**config.mk**
```make
export PLATFORM = sky130hd
export DESIGN_NAME = wb_stage_pipe
export DESIGN_NICKNAME = d
export VERILOG_FILES = /design/src/rtl/wb_stage_pipe.sv
export SDC_FILE = /design/constraint.sdc
export NUM_CORES = 1
export LEC_CHECK = 0
export ABC_AREA = 1
export BUFFER_PORTS_ARGS = -buffer_cell sky130_fd_sc_hd__buf_2
export CAP_MARGIN = 0
export CORE_UTILIZATION = 50
export DETAILED_ROUTE_END_ITERATION = 12
export PLACE_DENSITY_LB_ADDON = 0.3
export SLEW_MARGIN = 10
export SYNTH_ARGS = -nofsm -noshare
export SYNTH_HDL_FRONTEND = slang
export SYNTH_SLANG_ARGS = --single-unit
```
**constraint.sdc**
```tcl
create_clock -name clk -period 2 [get_ports clk]
set_input_delay 0.4 -clock clk [delete_from_list [all_inputs] [get_ports clk]]
set_output_delay 0.4 -clock clk [all_outputs]
set_load 0.02 [all_outputs]
```
**src/rtl/wb_stage_pipe.sv**
```systemverilog
// Writeback stage: MEM/WB register with handshake, result select, load
// extraction (byte/halfword/rotated word) and a bounded wait for slow memory.
module wb_stage_pipe #(
  parameter  int unsigned DATA_LEN     = 32,
  parameter  int unsigned REG_ADDR_LEN = 4,
  parameter  int unsigned WAIT_LIMIT   = 15,
  localparam int unsigned LANE_LEN     = $clog2(DATA_LEN / 8)
) (
  input  logic                    clk,
  input  logic                    rst_n,
  input  logic                    flush,
  input  logic                    in_valid,
  output logic                    in_ready,
  input  logic                    in_wb_en,
  input  logic [REG_ADDR_LEN-1:0] in_dest,
  input  logic                    in_mem_r_en,
  input  logic                    in_link,
  input  logic [1:0]              in_size,
  input  logic                    in_signed,
  input  logic [LANE_LEN-1:0]     in_addr_lo,
  input  logic [DATA_LEN-1:0]     alu_res,
  input  logic [DATA_LEN-1:0]     pc_plus4,
  input  logic [DATA_LEN-1:0]     mem_out,
  input  logic                    mem_ready,
  output logic                    wb_valid,
  output logic                    wb_en,
  output logic [REG_ADDR_LEN-1:0] wb_dest,
  output logic [DATA_LEN-1:0]     wb_value,
  output logic                    wb_err
);

  typedef enum logic {IDLE, WAIT} state_t;

  state_t                  state;
  logic [7:0]              wait_cnt;
  logic [REG_ADDR_LEN-1:0] cap_dest;
  logic                    cap_wb_en;
  logic [1:0]              cap_size;
  logic                    cap_signed;
  logic [LANE_LEN-1:0]     cap_addr_lo;
  logic [DATA_LEN-1:0]     in_result;

  assign in_ready = (state == IDLE);

  function automatic logic [DATA_LEN-1:0] extract(
    input logic [DATA_LEN-1:0] data,
    input logic [1:0]          size,
    input logic                sgn,
    input logic [LANE_LEN-1:0] lo
  );
    logic [7:0]            b;
    logic [15:0]           h;
    logic [2*DATA_LEN-1:0] dbl;
    logic [DATA_LEN-1:0]   res;
    b   = 8'(data >> {lo, 3'b000});
    h   = 16'(data >> {lo[LANE_LEN-1:1], 4'b0000});
    // Unaligned word loads rotate right by the byte offset.
    dbl = {data, data} >> {lo, 3'b000};
    case (size)
      2'b01:   res = sgn ? {{(DATA_LEN-8){b[7]}}, b} : {{(DATA_LEN-8){1'b0}}, b};
      2'b10:   res = sgn ? {{(DATA_LEN-16){h[15]}}, h} : {{(DATA_LEN-16){1'b0}}, h};
      default: res = dbl[DATA_LEN-1:0];
    endcase
    return res;
  endfunction

  always_comb begin
    in_result = alu_res;
    if (in_link)
      in_result = pc_plus4;
    else if (in_mem_r_en)
      in_result = extract(mem_out, in_size, in_signed, in_addr_lo);
  end

  always_ff @(posedge clk or negedge rst_n) begin
    if (!rst_n) begin
      state       <= IDLE;
      wait_cnt    <= '0;
      wb_valid    <= 1'b0;
      wb_en       <= 1'b0;
      wb_dest     <= '0;
      wb_value    <= '0;
      wb_err      <= 1'b0;
      cap_dest    <= '0;
      cap_wb_en   <= 1'b0;
      cap_size    <= '0;
      cap_signed  <= 1'b0;
      cap_addr_lo <= '0;
    end else begin
      wb_valid <= 1'b0;
      wb_en    <= 1'b0;
      wb_err   <= 1'b0;
      if (flush) begin
        state    <= IDLE;
        wait_cnt <= '0;
      end else begin
        case (state)
          IDLE: begin
            if (in_valid) begin
              // A link result never depends on memory, so only true loads wait.
              if (in_mem_r_en && !in_link && !mem_ready) begin
                state       <= WAIT;
                wait_cnt    <= '0;
                cap_dest    <= in_dest;
                cap_wb_en   <= in_wb_en;
                cap_size    <= in_size;
                cap_signed  <= in_signed;
                cap_addr_lo <= in_addr_lo;
              end else begin
                wb_valid <= 1'b1;
                wb_en    <= in_wb_en;
                wb_dest  <= in_dest;
                wb_value <= in_result;
              end
            end
          end
          WAIT: begin
            if (mem_ready) begin
              state    <= IDLE;
              wait_cnt <= '0;
              wb_valid <= 1'b1;
              wb_en    <= cap_wb_en;
              wb_dest  <= cap_dest;
              wb_value <= extract(mem_out, cap_size, cap_signed, cap_addr_lo);
            end else if (wait_cnt == 8'(WAIT_LIMIT - 1)) begin
              state    <= IDLE;
              wait_cnt <= '0;
              wb_err   <= 1'b1;
            end else begin
              wait_cnt <= wait_cnt + 8'd1;
            end
          end
          default: state <= IDLE;
        endcase
      end
    end
  end

endmodule

```
==> impl_results.md <==
* Outcome: finished, final reports clean
* Post-placement cell count at 1329
* Critical path capture point type: flop
* Post-CTS setup buffers at 0
* Worst reg2reg path startpoint: cap_size[0]
* Register Area at 1450 um2
* Final setup viols at 0
* Fmax at 552 MHz
* CP max stage cell: ha_1
* #FFs+latches synth at 58
* Setup TNS at 0 ns
* Reg clk slew, reported paths at 0.05 ns
* Final instance area at 7430 um2
* Crit start category: flop
* Cells along the critical path: inv_1, ha_1, buf_4, nand3_1, nand2_1, inv_1, a21oi_1, nand2_1, nand2_1
* PostCTS Resize Cnt at 0
* Via density at 5.65
* Worst Path Max Fanout at 22
* Commonest cells after routing, fill and taps aside: 417 x nand2_1, 152 x buf_2, 97 x nand3_1, 96 x inv_1, 75 x o211ai_1
* Cells after synthesis at 1068
* Vias in the first global route at 7042
* Max IR drop VDD at 0.599 mV
* Synthesized Nets at 1187
* Clock sinks at 58
* Final Max Slew Viols at 0
* Initial antenna violation count at 0
* Placed instance area at 7110 um2
* Synth warn at 0
* CTS Buffer Depth at 2
* Max_cap viols at 0
* Post-detail-place hpwl at 16800 um
* Hold Vio Cnt, Final at 0
* Slew HR at 62.0%
* WP depth at 9
* CP top delay family: simple AND/OR/NAND/NOR gates
* Syn Area/Cell at 5.75 um2
* Non-Filler Instances at 1345
* Routed wl met2 at 10100 um
* Antenna-violating nets left at 0
* Hold Buf Count CTS at 0
* CP peak stage delay at 0.39 ns
* Multi-input logic area at 3940 um2
* CP bufs+invs at 3
* Final Critical Period at 1.81 ns
* Slew @ Worst Pin at 0.569 ns
* H-tree level count at 3
* WL/cell at 16.5 um
* RSZ-0062 raised after global routing: false
* Hold Path Class: input port to asynchronous set/reset pin
* DRT Wirelength at 22200 um
* Crit path launch: cap_size[0]
* CTS tree: yes
* Core area at 12000 um2
* Metal1 wirelength at 9240 um
* Critical Path Most Common Cell: nand2_1
* Critical path class: flop to flop
* Site Rows at 40
* DRC at 0
* Final nets at 1312
* Root Buffer: clkbuf_16
* Most common cell after layout, fill and taps aside: nand2_1
* Pwr dens at 743 nW/um2
* Die Width at 113 um
* Required @ worst endpoint at 2.28 ns
* Layout cells sized above 1 at 18.8%
* Clk Latency, worst-skew pair at 0.34 ns
* Library cells used by synthesis at 33
* Worst r2r dst: wb_value[18]
* Worst R2R Path Depth at 9
* Area growth, synth to finish at 20.9%
* Die Span Y at 113 um
* # IOs at 153
* Finished Core Util at 61.9%
* 1st-iter DRT viols at 857
* Post-Syn Area at 6140 um2
* First-pass GRT wire length at 35700 um
* Final Cycle Share at 90.6%
* Drt first pass iters at 6
* Port bufs at 152
* Largest net degree at the start of global routing at 57
* N_diodes at 0
* Fillers at 1217
* Die area at 12700 um2
* Leakage at 0.00415 uW
* Via count at 7595
* Critical Path AT at 2.09 ns
* TritonCTS Buffers at 9
* GRT Total Usage at 36.1%
* Met3 Routed Length at 1810 um
* Register-to-register setup slack at 0.19 ns
* GRT overflow at 0
* DR top layer: met4
* Initial Util at 51.2%
* Routability congestion estimate at 0.965
* Seq/Total Area, Yosys at 23.6%
* Worst Skew at 0.00318 ns
-- how the worst max path moves through the flow --
stage / end / slack (ns)
5_1_grt: wb_value[18] / 0.03
4_1_cts: wb_value[18] / 0.22
3_3_place_gp: wb_value[20] / 0.23
3_5_place_dp: wb_value[7] / 0.17
6_report: wb_value[18] / 0.19
2_1_floorplan: wb_value[25] / 0.31
-- report_power, final --
group | internal (uW) | switching [uW] | total (uW)
Clock | 1060 | 552 | 1610
Combinational | 816 | 1600 | 2420
Sequential | 1360 | 127 | 1490
Total | 3240 | 2280 | 5520
-- per-layer routing --
| layer | vias to the layer above | global-route usage [%] |
|---|---|---|
| li1 | 3738 | - |
| met1 | 3399 | 45.6 |
| met2 | 383 | 57.9 |
| met3 | 75 | 8.52 |
| met4 | 0 | 18.0 |
| met5 | - | 0 |
-- logic make-up (layout without fill, tap and decap cells) --
logic type / Yosys count / count (layout) / share of synthesized area [%]
and+or+nand+nor: 584 / 584 / 38.6
AOI/OAI and AO/OA: 235 / 235 / 23.1
buffers and inverters: 178 / 308 / 12.3
DFF: 58 / 58 / 23.6
adders and majority gates: 6 / 6 / 1.22
muxes: 5 / 5 / 0.916
xor gates and xnor gates: 2 / 2 / 0.285
-- final cells by class --
type                            count  area share, %
Sequential cell                    58           19.6
Tap cell                          147           2.48
Timing Repair Buffer              189           15.5
Multi-Input combinational cell    832           53.0
Clock buffer                       12           3.59
Clock inverter                      4          0.657
Inverter                          103           5.20
-- synth_stat cells (all sizes together) --
master  number  area [um2]
nor4         1        6.26
a211oi       1        7.51
nand3b       1        7.51
buf         50         272
a21oi       74         370
o211ai      75         563
ha           6        75.1
o21a        16         120
nand4        3        18.8
a31oi        6        37.5
clkinv       2        7.51
xor2         2        17.5
mux2         5        56.3
nor3         3        15.0
nand3      101         533
clkbuf      25        95.1
dfrtp       58        1450
inv        101         379
or2          1        6.26
nand2      419        1580
o21ai       63         319
nor2        55         209
-- state kept, by name (all words and copies together) (netlist names) --
| register | cells |
|---|---|
| cap_wb_en | 1 |
| wb_valid | 1 |
| wb_err | 1 |
| state | 1 |
| cap_dest | 4 |
| cap_size | 2 |
| wb_value | 32 |
| cap_addr_lo | 2 |
| wait_cnt | 8 |
| wb_en | 1 |
| cap_signed | 1 |
| wb_dest | 4 |
-- worst register-to-register path: stages, from the launching register on --
cell and delay [ns]:
dfrtp_1 0.36, inv_1 0.05, ha_1 0.39, buf_4 0.31
nand3_1 0.24, nand2_1 0.11, inv_1 0.04, a21oi_1 0.13
nand2_1 0.07, nand2_1 0.05
-- through the flow --
step	hold slack, ns	total power, uW	setup slack [ns]
after floorplan	0.104	3060	0.312
after global placement	0.383	3860	0.227
after detailed placement	0.388	3870	0.171
after CTS	0.0258	5490	0.218
after global routing	0.0485	5850	0.0264
final	0.0206	5520	0.189
(Power assumes the default switching activity.)
